===== src/rtl/sat_bin_pkg.sv =====
// Shared widths, slot counts, FSM encoding and lvl-state layout for the
// bin loader / bin store pair.
package sat_bin_pkg;

    localparam int NUM_VARS_A_BIN        = 8;
    localparam int NUM_LVLS_A_BIN        = 8;
    localparam int WIDTH_VAR             = 12;
    localparam int WIDTH_LVL             = 16;
    localparam int WIDTH_BIN_ID          = 10;
    localparam int WIDTH_VAR_STATES      = 19;
    localparam int WIDTH_LVL_STATES      = 11;
    localparam int ADDR_WIDTH_VAR        = 9;
    localparam int ADDR_WIDTH_VAR_STATES = 9;
    localparam int ADDR_WIDTH_LVL_STATES = 9;

    // Slot index width; both slot counts are 8.
    localparam int WIDTH_SLOT    = 3;
    localparam int WIDTH_DCD_BIN = WIDTH_LVL_STATES - 1;

    localparam logic [WIDTH_SLOT-1:0] LAST_SLOT  = 3'd7;
    localparam logic [WIDTH_SLOT-1:0] DRAIN_LAST = 3'd1;

    typedef enum logic [2:0] {
        ST_IDLE     = 3'd0,
        ST_RD_VID   = 3'd1,
        ST_DRAIN    = 3'd2,
        ST_STORE_LS = 3'd3,
        ST_DONE     = 3'd4
    } state_t;

    typedef struct packed {
        logic [WIDTH_DCD_BIN-1:0] dcd_bin;
        logic                     has_bkt;
    } lvl_state_t;

endpackage


===== src/rtl/select_from_8_datas.sv =====
// Index-driven slice mux: picks one WIDTH-bit word out of eight packed words
// (word 0 in the LSBs). Gather counterpart of the loader's scatter.
module select_from_8_datas #(
    parameter int WIDTH = 8
) (
    input  logic [8*WIDTH-1:0] i_datas,
    input  logic [2:0]         i_sel,
    output logic [WIDTH-1:0]   o_data
);

    assign o_data = i_datas[i_sel*WIDTH +: WIDTH];

endmodule


===== src/rtl/store_bin.sv =====
// Bin write-back: snapshots the engine's var/lvl states on start, writes var
// states to the var-state BRAM through the var-id BRAM, then writes lvl states
// to the lvl-state BRAM from base_lvl up to cur_lvl.
module store_bin
    import sat_bin_pkg::*;
(
    input  logic                                       clk,
    input  logic                                       rst,
    input  logic                                       start_store_i,
    input  logic [WIDTH_BIN_ID-1:0]                    request_bin_num_i,
    input  logic [WIDTH_LVL-1:0]                       base_lvl_i,
    input  logic [WIDTH_LVL-1:0]                       cur_lvl_i,
    input  logic [WIDTH_VAR_STATES*NUM_VARS_A_BIN-1:0] var_states_i,
    input  logic [WIDTH_LVL_STATES*NUM_LVLS_A_BIN-1:0] lvl_states_i,
    output logic                                       apply_store_o,
    output logic                                       done_store_o,
    output logic [ADDR_WIDTH_VAR-1:0]                  ram_addr_v_o,
    input  logic [WIDTH_VAR-1:0]                       ram_data_v_i,
    output logic                                       ram_we_vs_o,
    output logic [ADDR_WIDTH_VAR_STATES-1:0]           ram_addr_vs_o,
    output logic [WIDTH_VAR_STATES-1:0]                ram_data_vs_o,
    output logic                                       ram_we_ls_o,
    output logic [ADDR_WIDTH_LVL_STATES-1:0]           ram_addr_ls_o,
    output logic [WIDTH_LVL_STATES-1:0]                ram_data_ls_o
);

    state_t                                     r_state;
    logic [WIDTH_SLOT-1:0]                      r_cnt;
    logic                                       r_apply;
    logic                                       r_done;

    logic [WIDTH_VAR_STATES*NUM_VARS_A_BIN-1:0] r_var_snap;
    logic [WIDTH_LVL_STATES*NUM_LVLS_A_BIN-1:0] r_lvl_snap;
    logic [WIDTH_LVL-1:0]                       r_base_lvl;
    logic [WIDTH_LVL-1:0]                       r_cur_lvl;
    logic [ADDR_WIDTH_VAR-1:0]                  r_addr_v;

    logic                                       r_vld_p1;
    logic [WIDTH_SLOT-1:0]                      r_slot_p1;
    logic                                       r_we_vs_p2;
    logic [ADDR_WIDTH_VAR_STATES-1:0]           r_addr_vs_p2;
    logic [WIDTH_VAR_STATES-1:0]                r_data_vs_p2;

    logic                                       r_we_ls;
    logic [ADDR_WIDTH_LVL_STATES-1:0]           r_addr_ls;
    lvl_state_t                                 r_data_ls;

    logic [WIDTH_BIN_ID+WIDTH_SLOT-1:0]         w_vbase_full;
    logic                                       w_unused_vbase;
    logic [WIDTH_VAR_STATES-1:0]                w_vs_word;
    logic [WIDTH_LVL_STATES-1:0]                w_ls_word;
    logic                                       w_ls_issue;
    logic [WIDTH_SLOT-1:0]                      w_ls_idx;
    logic [WIDTH_LVL:0]                         w_ls_sum;
    logic                                       w_start;

    assign w_start      = (r_state == ST_IDLE) && start_store_i;
    // First var-id address of the bin; high bits fall off with the truncation.
    assign w_vbase_full = {request_bin_num_i, {WIDTH_SLOT{1'b0}}};
    assign w_unused_vbase = ^w_vbase_full[WIDTH_BIN_ID+WIDTH_SLOT-1:ADDR_WIDTH_VAR];

    select_from_8_datas #(.WIDTH(WIDTH_VAR_STATES)) u_sel_vs (
        .i_datas (r_var_snap),
        .i_sel   (r_slot_p1),
        .o_data  (w_vs_word)
    );

    select_from_8_datas #(.WIDTH(WIDTH_LVL_STATES)) u_sel_ls (
        .i_datas (r_lvl_snap),
        .i_sel   (w_ls_idx),
        .o_data  (w_ls_word)
    );

    // Lvl slot to issue next: slot 0 on the last drain cycle, then one per STORE_LS cycle.
    always_comb begin
        w_ls_issue = 1'b0;
        w_ls_idx   = '0;
        if (r_state == ST_DRAIN && r_cnt == DRAIN_LAST) begin
            w_ls_issue = 1'b1;
        end else if (r_state == ST_STORE_LS && r_cnt != LAST_SLOT) begin
            w_ls_issue = 1'b1;
            w_ls_idx   = r_cnt + 3'd1;
        end
    end

    // One bit wider than a level so base_lvl + slot never wraps before the compare.
    assign w_ls_sum = {1'b0, r_base_lvl} + {{(WIDTH_LVL+1-WIDTH_SLOT){1'b0}}, w_ls_idx};

    // Sequencer: read ids, drain the id pipeline, store lvls, pulse done.
    always_ff @(posedge clk) begin
        if (!rst) begin
            r_state <= ST_IDLE;
            r_cnt   <= '0;
            r_apply <= 1'b0;
            r_done  <= 1'b0;
        end else begin
            case (r_state)
                ST_IDLE: begin
                    if (start_store_i) begin
                        r_state <= ST_RD_VID;
                        r_cnt   <= '0;
                        r_apply <= 1'b1;
                    end
                end
                ST_RD_VID: begin
                    if (r_cnt == LAST_SLOT) begin
                        r_state <= ST_DRAIN;
                        r_cnt   <= '0;
                    end else begin
                        r_cnt <= r_cnt + 3'd1;
                    end
                end
                ST_DRAIN: begin
                    if (r_cnt == DRAIN_LAST) begin
                        r_state <= ST_STORE_LS;
                        r_cnt   <= '0;
                    end else begin
                        r_cnt <= r_cnt + 3'd1;
                    end
                end
                ST_STORE_LS: begin
                    if (r_cnt == LAST_SLOT) begin
                        r_state <= ST_DONE;
                        r_cnt   <= '0;
                        r_done  <= 1'b1;
                    end else begin
                        r_cnt <= r_cnt + 3'd1;
                    end
                end
                ST_DONE: begin
                    r_state <= ST_IDLE;
                    r_done  <= 1'b0;
                    r_apply <= 1'b0;
                end
                default: begin
                    r_state <= ST_IDLE;
                end
            endcase
        end
    end

    // Snapshot engine state on an accepted start; step the var-id read address.
    always_ff @(posedge clk) begin
        if (!rst) begin
            r_var_snap <= '0;
            r_lvl_snap <= '0;
            r_base_lvl <= '0;
            r_cur_lvl  <= '0;
            r_addr_v   <= '0;
        end else if (w_start) begin
            r_var_snap <= var_states_i;
            r_lvl_snap <= lvl_states_i;
            r_base_lvl <= base_lvl_i;
            r_cur_lvl  <= cur_lvl_i;
            r_addr_v   <= w_vbase_full[ADDR_WIDTH_VAR-1:0];
        end else if (r_state == ST_RD_VID) begin
            r_addr_v <= r_addr_v + 9'd1;
        end
    end

    // Var path: p1 tracks the slot whose id the BRAM is returning, p2 drives the write.
    always_ff @(posedge clk) begin
        if (!rst) begin
            r_vld_p1     <= 1'b0;
            r_slot_p1    <= '0;
            r_we_vs_p2   <= 1'b0;
            r_addr_vs_p2 <= '0;
            r_data_vs_p2 <= '0;
        end else begin
            r_vld_p1     <= (r_state == ST_RD_VID);
            r_slot_p1    <= r_cnt;
            r_we_vs_p2   <= r_vld_p1 && (ram_data_v_i != '0);
            r_addr_vs_p2 <= ram_data_v_i[ADDR_WIDTH_VAR_STATES-1:0];
            r_data_vs_p2 <= w_vs_word;
        end
    end

    // Lvl path: write only levels up to cur_lvl.
    always_ff @(posedge clk) begin
        if (!rst) begin
            r_we_ls   <= 1'b0;
            r_addr_ls <= '0;
            r_data_ls <= '0;
        end else begin
            r_we_ls   <= w_ls_issue && (w_ls_sum <= {1'b0, r_cur_lvl});
            r_addr_ls <= w_ls_sum[ADDR_WIDTH_LVL_STATES-1:0];
            r_data_ls <= w_ls_word;
        end
    end

    assign apply_store_o = r_apply;
    assign done_store_o  = r_done;
    assign ram_addr_v_o  = r_addr_v;
    assign ram_we_vs_o   = r_we_vs_p2;
    assign ram_addr_vs_o = r_addr_vs_p2;
    assign ram_data_vs_o = r_data_vs_p2;
    assign ram_we_ls_o   = r_we_ls;
    assign ram_addr_ls_o = r_addr_ls;
    assign ram_data_ls_o = r_data_ls;

endmodule


===== config.mk =====
export PLATFORM = sky130hd
export DESIGN_NAME = store_bin
export DESIGN_NICKNAME = d
export VERILOG_FILES = /design/src/rtl/sat_bin_pkg.sv /design/src/rtl/select_from_8_datas.sv /design/src/rtl/store_bin.sv
export SDC_FILE = /design/constraint.sdc
export NUM_CORES = 1
export LEC_CHECK = 0
export ABC_AREA = 0
export CAP_MARGIN = 20
export CORE_MARGIN = 2
export CORE_UTILIZATION = 46
export CTS_BUF_LIST = sky130_fd_sc_hd__clkbuf_8
export DETAILED_ROUTE_END_ITERATION = 7
export PLACE_DENSITY = 0.9
export SLEW_MARGIN = 10
export SYNTH_ARGS = -nofsm -noshare
export SYNTH_HDL_FRONTEND = slang
export SYNTH_SLANG_ARGS = --single-unit

===== constraint.sdc =====
create_clock -name clk -period 3.7 [get_ports clk]
set_input_delay 0.74 -clock clk [delete_from_list [all_inputs] [get_ports clk]]
set_output_delay 0.74 -clock clk [all_outputs]
set_load 0.05 [all_outputs]

==> results.json <==
{
  "status": "finished clean",
  "synth_async_sr_flop_share_pct": 0,
  "fin_ws_ns": 0.0157,
  "wl_per_cell_um": 17.5,
  "ctsHtreeMaxLevel": 2,
  "drv_cap": 0,
  "io_pins": 358,
  "fin_nets": 2290,
  "whs_ns": 0.447,
  "period_share_pct": 99.6,
  "clkTransAtPathRegs_ns": 0.06,
  "drt_first_pass_iters": 5,
  "ys.flop_type": "dfxtp_1",
  "min_from": "r_vld_p1$_SDFF_PN0_",
  "antenna_found_initial": 6,
  "finClkSkew_ns": 0.0374,
  "vias": 13100,
  "clock_latency_ns": 0.60,
  "syn-num-nets": 1969,
  "vdd_drop_max_mv": 0.293,
  "fp.dieH_um": 178,
  "drt_iter0_drc": 1037,
  "maxSlewHeadroom_pct": 35.1,
  "area_delta_synth_final_pct": 37.8,
  "cp-startpoint": "r_cnt[1]$_SDFFE_PN0P_",
  "post-place-ws_ns": -0.111,
  "end_kind": "register",
  "yosys_warnings": 0,
  "arrival_ns": 4.15,
  "start_util_pct": 46.9,
  "hp-class": "register to register",
  "ys_ff_latch": 343,
  "die_w_um": 178,
  "cts_tree": "built",
  "via_per_inst": 5.43,
  "critPathLaunchType": "register",
  "p_leak_uw": 0.00718,
  "numCtsBuffers": 54,
  "placementRows": 63,
  "ys_top_cells_by_area": "dfxtp_1, nand2_1, a21oi_1, mux4_2, clkbuf_1",
  "drc": 0,
  "place.gp.congestion": 0.867,
  "drive_gt1_share_pct": 10.2,
  "seq_area_frac_synth_pct": 49.1,
  "yosys.area.top_type_share_pct": 49.1,
  "grt_overflow": 0,
  "fmax_mhz": 271,
  "avgSynthCellArea_um2": 8.47,
  "crit_required_ns": 4.17,
  "cp_max_fo": 4,
  "grt_pass1_wl_mm": 63.9,
  "synth_edf_count": 0,
  "portBuffers": 353,
  "synth_top_area_cell": "dfxtp_1",
  "crit_type": "register to register",
  "hpwl_mm": 28.6,
  "rsz0062_at_grt": "true",
  "ant_nets": 0,
  "hold_viol": 0,
  "worstMarginPinSlew_ns": 0.973,
  "finalMaxSlewViolations": 0,
  "cts-root-buf": "clkbuf_8",
  "wl_mm": 42.2,
  "grt_pass1_vias": 13000,
  "ys_types": 52,
  "cts.sinks": 343,
  "syn_inst": 1649,
  "syn-cell-area_um2": 14000,
  "timing.rr.start": "r_cnt[1]$_SDFFE_PN0P_",
  "period_minus_slack_ns": 3.68,
  "grt_max_degree": 176,
  "powerDensity_nw_per_um2": 452,
  "core-area_um2": 29800,
  "clk_path_buf_depth": 3,
  "setup_viol": 0,
  "dieArea_um2": 31800,
  "track_usage_pct": 25.3
}
## synth_stat cells, types with 10 or more instances
master / number
a22o_1: 10
nor2_1: 49
ha_1: 22
clkbuf_1: 83
inv_1: 22
mux4_2: 49
and2_1: 20
o221ai_1: 20
o21ai_0: 12
nor3_1: 10
buf_2: 37
a21oi_1: 284
nand2_1: 577
dfxtp_1: 343
mux2i_1: 21
## final timing paths
check	end	slack (ns)	depth (start not counted)
worst max-delay path	ram_we_ls_o$_SDFF_PN0_	0.02	17
worst min-delay path	ram_we_vs_o$_SDFF_PN0_	0.45	2
worst max register to register	ram_we_ls_o$_SDFF_PN0_	0.02	17
worst min register to register	ram_we_vs_o$_SDFF_PN0_	0.45	2
## logic make-up after synthesis
kind of cell	count (synthesis)	synth area share, %
simple gates	692	19.9
xor+xnor	18	1.13
compound gates	351	13.8
flops	343	49.1
mux	71	9.48
fa+ha+maj	23	2.11
buf+inv	151	4.47
## layout by cell type, fill, tap and decap left out, types with 6 or more instances in the layout
cell type and instances:
a21oi_1 281, a22o_1 10, and2_1 20, buf_12 8
buf_4 27, clkbuf_8 71, clkdlybuf4s50_1 353, clkinv_2 7
dfxtp_1 339, ha_1 18, inv_1 39, mux2i_1 21
mux4_2 49, nand2_1 577, nand3_1 6, nand4_1 6
nor2_1 48, nor3_1 8, o21ai_0 11, o21ai_1 6
o221ai_1 20, xnor2_1 9, xor2_1 9
## flip-flops by register name (all words and copies together) (netlist names)
| register | cells |
|---|---|
| apply_store_o | 1 |
| done_store_o | 1 |
| r_base_lvl | 16 |
| r_cnt | 3 |
| r_cur_lvl | 16 |
| r_lvl_snap | 88 |
| r_slot_p1 | 3 |
| r_state | 3 |
| r_var_snap | 152 |
| r_vld_p1 | 1 |
| ram_addr_ls_o | 9 |
| ram_addr_v_o | 9 |
| ram_addr_vs_o | 9 |
| ram_data_ls_o | 11 |
| ram_data_vs_o | 19 |
| ram_we_ls_o | 1 |
| ram_we_vs_o | 1 |
## critical path, cell delays in order, from the launching register on
cell and delay (ns):
dfxtp_2 0.34, ha_4 0.16, ha_4 0.16, nor4bb_4 0.26, buf_4 0.17, and2b_2 0.21, ha_4 0.21, a21o_1 0.23
a31oi_4 0.21, or2_4 0.17, nor3_2 0.04, xnor2_1 0.15, ha_1 0.33, nand4_1 0.17, nor3_2 0.27, a21oi_1 0.10
a21boi_2 0.16, a311oi_1 0.24
## power by group
part	leakage [µW]	internal (µW)	switching, µW
logic	0.00370	610	651
clock network	0.000670	1870	1520
registers	0.00282	3920	132
## layout make-up
cell class,instances,area [µm²]
Fill cell,2247,10500
Sequential cell,343,6870
Multi-Input combinational cell,1155,6660
Timing Repair Buffer,391,3950
Clock buffer,71,977
Tap cell,390,488
Clock inverter,29,194
Inverter,25,104
Antenna cell,3,7.51
## through the flow
stage	std cells	power (µW)	TNS (ns)	utilization (%)	area, µm²
2_1_floorplan	1649	4770	0	-	14000
3_3_place_gp	2294	5310	-0.00224	59.7	17800
3_5_place_dp	2295	5350	-0.111	59.8	17800
4_1_cts	2398	8720	0	64.0	19100
5_1_grt	2407	9030	-0.157	64.6	19200
6_report	2407	8690	0	64.6	19200
## per-layer routing
layer | vias to the layer above | routed length [µm] | global-route usage, %
li1 | 6184 | - | -
met1 | 6167 | 16100 | 29.6
met2 | 581 | 20700 | 43.9
met3 | 143 | 3110 | 5.03
met4 | 4 | 2240 | 13.0
met5 | - | 26 | 0
## timing repair
item	in CTS	in global routing
endpoints found under the setup margin	1	1
gates resized for setup	12	23
hold buffers	0	0
pin swaps	8	30
buffers inserted	3	6
Note: power is estimated with default switching activity, not from simulation.
